`config.mk`:
```
export PLATFORM = sky130hd
export DESIGN_NAME = regfile
export DESIGN_NICKNAME = d
export VERILOG_FILES = /design/src/rtl/cpu_defs.sv /design/src/rtl/regfile_hilo.sv /design/src/rtl/regfile.sv
export SDC_FILE = /design/constraint.sdc
export NUM_CORES = 2
export LEC_CHECK = 0
export BUFFER_PORTS_ARGS = -buffer_cell sky130_fd_sc_hd__buf_2
export CORE_UTILIZATION = 60
export DETAILED_ROUTE_END_ITERATION = 8
export PLACE_DENSITY = 0.8
export SLEW_MARGIN = 20
export SYNTH_ARGS = -nofsm -noshare
export SYNTH_HDL_FRONTEND = slang
export SYNTH_HIERARCHICAL = 1
export SYNTH_SLANG_ARGS = --single-unit
```
`constraint.sdc`:
```
create_clock -name clk -period 4.8 [get_ports clk]
set_input_delay 0.96 -clock clk [delete_from_list [all_inputs] [get_ports clk]]
set_output_delay 0.96 -clock clk [all_outputs]
set_load 0.03 [all_outputs]
```
`src/rtl/cpu_defs.sv`:
```
`default_nettype none
// ============================================================================
//  Module      : cpu_defs (package)
//  Description : Types and constants shared by the decode-stage blocks:
//                register address, 32-bit word and the register-write
//                request carried through the pipeline registers.
//  Revision    : 1.0 - initial release
// ============================================================================
package cpu_defs;

    localparam int REG_NUM = 32;

    typedef logic [4:0]  reg_addr_t;
    typedef logic [31:0] uint32_t;

    // Register write request as carried in pipe_ex/pipe_mm/pipe_wb
    typedef struct packed {
        logic      we;
        reg_addr_t waddr;
        uint32_t   wrdata;
    } reg_wreq_t;

endpackage
`default_nettype wire

```
`src/rtl/regfile_hilo.sv`:
```
`default_nettype none
// ============================================================================
//  Module      : hilo_reg
//  Description : HI/LO register pair. Both halves are committed together;
//                synchronous active-high reset clears both.
//                Optional macro REGFILE_WRITE_BYPASS_EN forwards hi_i/lo_i
//                to the outputs in the cycle they are being written.
//  Revision    : 1.0 - initial release
// ============================================================================
module hilo_reg
    import cpu_defs::*;
(
    input  logic    clk,
    input  logic    rst,
    input  logic    hilo_we_i,
    input  uint32_t hi_i,
    input  uint32_t lo_i,
    output uint32_t hi_o,
    output uint32_t lo_o
);

    uint32_t r_hi;
    uint32_t r_lo;

    // Commit HI and LO as a pair; reset overrides any concurrent write
    always_ff @(posedge clk) begin
        if (rst) begin
            r_hi <= '0;
            r_lo <= '0;
        end else if (hilo_we_i) begin
            r_hi <= hi_i;
            r_lo <= lo_i;
        end
    end

`ifdef REGFILE_WRITE_BYPASS_EN
    // Pending write is visible immediately, except while reset is held
    always_comb begin
        hi_o = r_hi;
        lo_o = r_lo;
        if (hilo_we_i && !rst) begin
            hi_o = hi_i;
            lo_o = lo_i;
        end
    end
`else
    assign hi_o = r_hi;
    assign lo_o = r_lo;
`endif

endmodule
`default_nettype wire

```
`src/rtl/regfile.sv`:
```
`default_nettype none
// ============================================================================
//  Module      : regfile
//  Description : MIPS general-purpose register file ($1..$31, $0 reads as
//                zero and has no storage) plus the HI/LO pair. Multi-port
//                combinational reads, multi-port synchronous writes where the
//                highest-index port wins on an address collision.
//                Optional macro REGFILE_WRITE_BYPASS_EN adds same-cycle
//                write-to-read forwarding inside the block.
//  Revision    : 1.0 - initial release
// ============================================================================
module regfile
    import cpu_defs::*;
#(
    parameter int READ_PORTS  = 2,
    parameter int WRITE_PORTS = 1
) (
    input  logic                         clk,
    input  logic                         rst,
    input  reg_addr_t [READ_PORTS-1:0]   raddr_i,
    output uint32_t   [READ_PORTS-1:0]   rddata_o,
    input  reg_wreq_t [WRITE_PORTS-1:0]  wreq_i,
    input  logic                         hilo_we_i,
    input  uint32_t                      hi_i,
    input  uint32_t                      lo_i,
    output uint32_t                      hi_o,
    output uint32_t                      lo_o
);

    // $0 is hardwired, so the array starts at index 1
    uint32_t r_regs [REG_NUM-1:1];
    uint32_t [READ_PORTS-1:0] w_rddata;

    // Write commit: ports processed in index order so the last (highest)
    // matching port's non-blocking assignment is the one that lands
    always_ff @(posedge clk) begin
        if (rst) begin
            for (int k = 1; k < REG_NUM; k++) begin
                r_regs[k] <= '0;
            end
        end else begin
            for (int j = 0; j < WRITE_PORTS; j++) begin
                if (wreq_i[j].we && (wreq_i[j].waddr != '0)) begin
                    r_regs[wreq_i[j].waddr] <= wreq_i[j].wrdata;
                end
            end
        end
    end

    // Combinational read, with optional forwarding of the in-flight write
    always_comb begin
        w_rddata = '0;
        for (int i = 0; i < READ_PORTS; i++) begin
            if (raddr_i[i] != '0) begin
                w_rddata[i] = r_regs[raddr_i[i]];
            end
`ifdef REGFILE_WRITE_BYPASS_EN
            for (int j = 0; j < WRITE_PORTS; j++) begin
                if (!rst && wreq_i[j].we && (wreq_i[j].waddr != '0) &&
                    (wreq_i[j].waddr == raddr_i[i])) begin
                    w_rddata[i] = wreq_i[j].wrdata;
                end
            end
`endif
        end
    end

    assign rddata_o = w_rddata;

    hilo_reg u_hilo (
        .clk       (clk),
        .rst       (rst),
        .hilo_we_i (hilo_we_i),
        .hi_i      (hi_i),
        .lo_i      (lo_i),
        .hi_o      (hi_o),
        .lo_o      (lo_o)
    );

endmodule
`default_nettype wire

```
==> impl_metrics.ini <==
[run_status]
outcome = finished with violations
violations = negative setup slack

[synth]
synth_xor_xnor_area_share_pct = 0
synth-compound-area-share_pct = 3.50
postSynthCellCount = 3706
post_synth_fa_ha_maj_area_fraction_pct = 0
synth.lib_cells_used.distinct = 46
netlist.area_leader.share_pct = 54.4
netlist_top_cells_area = sky130_fd_sc_hd__edfxtp_1 54%, sky130_fd_sc_hd__mux4_2 19%, sky130_fd_sc_hd__and2_1 11%
dominant_combinational_cell_family_by_area_after_synthesis = multiplexers
synth_top_area_cell = sky130_fd_sc_hd__edfxtp_1
syn_area_per_cell_sq_um = 15.3
synth.ff_latch_count = 1088
synth_warnings = 6
syn_area_sq_um = 56500
synth.mux.area_fraction_pct = 23.2
yosys.area_share.simple_pct = 13.2
synth_sequential_area_ratio_pct = 56.7

[sta]
setup_clock_skew_after_layout_ns = 0
worst-slew-pin-transition_ns = 1.14
setup_viol_count_final = 1
max_freq_mhz = 206
tns_setup_ns = -0.0588
period_share_pct = 101
finalWorstSetupSlack_ns = -0.0588
maxSlewHeadroom_pct = 24.2
timing.final.crit_period_ns = 4.86
rsz_0062_raised_after_global_routing = false
report.final.hold_viol_count = 0
timing.final.max_slew_violations = 0

[final_layout]
register_area_sq_um = 32000
final_cell_mix = 1024 x sky130_fd_sc_hd__edfxtp_1, 994 x sky130_fd_sc_hd__and2_1, 472 x sky130_fd_sc_hd__mux4_2
multi_input_area_sq_um = 22800
final_design_area_no_fill_sq_um = 63200
layout.cells.most_common = sky130_fd_sc_hd__edfxtp_1
final_layout_size_suffix_gt1_share_pct = 29.7
num-nets-final = 4018
area_growth_syn_to_layout_pct = 11.8
n_fill_cell = 6162
layoutNonFillerInstCount = 5247

[cts]
cts_sinks = 1088
clkLatencyLatePin_ns = 0.69
cts-htree-levels = 3
cts_root_buf = sky130_fd_sc_hd__clkbuf_16
cts_tree = done
numCtsBuffers = 109
clk_slew_on_worst_s_h_paths_ns = 0.06
cts_max_path_buffers = 3
cts_hold_buf = 0

[placed_design]
detailed_place.area_sq_um = 59700
place.gp.congestion = 0.921
placed_cells_incl_taps = 5046
buffer_ports.inserted = 242
dp_wirelength_microns = 107000
dp_worst_setup_slack_ns = 0.0109

[floorplanning]
core_area_sq_um = 93300
starting_utilization_of_the_core_area_pct = 60.6
floorplan.die_area_sq_um = 95400
placement_rows = 112
die_height_microns = 309
die_width_microns = 309
top_level_ports = 243

[global_routing]
gr-usage-met3_pct = 9.28
grt_util_met2_pct = 56.3
grt-ovfl-total = 0
wire_length_of_the_first_global_routing_pass_microns = 248000
track_usage_pct = 36.7
grt_max_degree = 65
antenna_found_initial = 9
global_route.peak_usage_layer = met2
first_global_vias = 37300
globalRouteMet1Util_pct = 47.2

[drt]
via_count = 37000
dr.pass1.iters = 6
avgRoutedWirePerCell_microns = 33.2
drt_iter0_markers = 5676
vias_per_cell = 7.06
routed_wirelength_microns = 174000
remaining_drc_errors = 0
final_antenna_net_count = 0

[hold_path]
whs_endpoint = u_hilo/hi_o[24]
holdCritStartpoint = u_hilo/hi_o[24]
worst_hold_path_type = reg -> reg
hold_depth = 2

[critical_path]
slowest_stage = sky130_fd_sc_hd__a2111oi_1
path_common_cell = sky130_fd_sc_hd__buf_4
origin_of_the_critical_flop_to_flop_path = u_hilo/hi_o[7]
timing.critical_path.required_ns = 3.84
setup.reg_to_reg.worst_slack_ns = 4.11
worst_ep_arrival_time_ns = 3.90
worst_r2r_path_depth = 2
endpoint_kind = output port
timing.setup.critical_path_class = in -> out
rr_endpoint = u_hilo/hi_o[7]
start_kind = input pin
critical_path_cell_list = buf_4, nor2b_4, buf_12, a22o_1, a2111oi_1, nor3_1, buf_4, buf_2
critical_path.max_stage_delay_ns = 0.89
timing.critical_path.fanout_max = 27

[flow_run]
max-cap-violations = 0

[pwr]
cellPowerDensity_nw_per_um2 = 358
static-leakage-power_uw = 0.0226
vdd_drop_max_mv = 0.281
[cells in the mapped netlist, drive strengths merged]
master and n:
nor2 100, edfxtp 1024, nor3 54, nor3b 1, and3 3, a211oi 7, nand2b 6, nand4bb 1
nor4b 3, or3 2, a221o 2, mux2 30, a32o 4, o22ai 103, nor2b 14, nand3 5
a22oi 16, o21ai 4, a22o 51, nor4 6, mux2i 214, nand4b 1, or2 33, o221ai 1
and2 995, nand2 8, or3b 4, buf 133, clkbuf 265, inv 2, and4b 1, conb 1
a2111oi 55, dfxtp 64, nand3b 5, a21oi 12, a221oi 4, mux4 472
[how the worst max path moves through the flow]
stage | start | endpoint | slack, ns | depth (start not counted)
final | raddr_i[1] | rddata_o[15] | -0.06 | 8
after global routing | raddr_i[0] | rddata_o[15] | 0.02 | 8
after CTS | raddr_i[0] | rddata_o[13] | 0.003 | 9
after detailed placement | raddr_i[0] | rddata_o[13] | 0.01 | 9
after global placement | raddr_i[0] | rddata_o[13] | 0.06 | 9
after floorplan | raddr_i[0] | rddata_o[30] | 0.44 | 6
[state kept, by name, indices dropped and copies added (netlist names)]
signal	flops
r_regs	1024
u_hilo/hi_o	32
u_hilo/lo_o	32
[kinds of logic (layout without fill, tap and decap cells)]
family	after synthesis	after routing
other	1	38
and+or+nand+nor	1242	1242
buffers and inverters	400	650
AOI/OAI and AO/OA	259	259
muxes	716	716
DFF	1088	1088
[final cells by class]
| cell class | count | area share, % |
|---|---|---|
| Clock buffer | 138 | 4.65 |
| Tap cell | 1254 | 2.48 |
| Inverter | 2 | 0.0119 |
| Sequential cell | 1088 | 50.7 |
| Multi-Input combinational cell | 2249 | 36.1 |
| Timing Repair Buffer | 453 | 5.17 |
| Antenna cell | 6 | 0.0238 |
| Clock inverter | 57 | 0.826 |
[critical path: cells and delay by family]
family | cells | cell delay, ns
buf+inv | 4 | 1.13
simple gates | 2 | 0.66
compound gates | 2 | 1.13
[metrics by stage]
step	hold slack [ns]	total power, uW	util [%]
2_1_floorplan	0.634	13100	-
3_3_place_gp	0.467	14200	64.0
3_5_place_dp	0.479	14300	64.0
4_1_cts	0.475	22500	67.7
5_1_grt	0.505	23100	67.7
6_report	0.491	22600	67.7
[power breakdown]
part	internal, uW	switching [uW]
combinational	1220	1750
clock	4750	3690
sequential	10900	294
[what timing repair did]
item	CTS	global route
endpoints found under the setup margin	0	1
gates resized for setup	0	1
setup buffers	0	0
[layer usage]
layer / wire (microns) / share of wire [%]
met5: 26 / 0.015
met4: 12200 / 7.0
met3: 24400 / 14
met2: 79400 / 46
met1: 58000 / 33
Power figures use the tool's default switching activity.
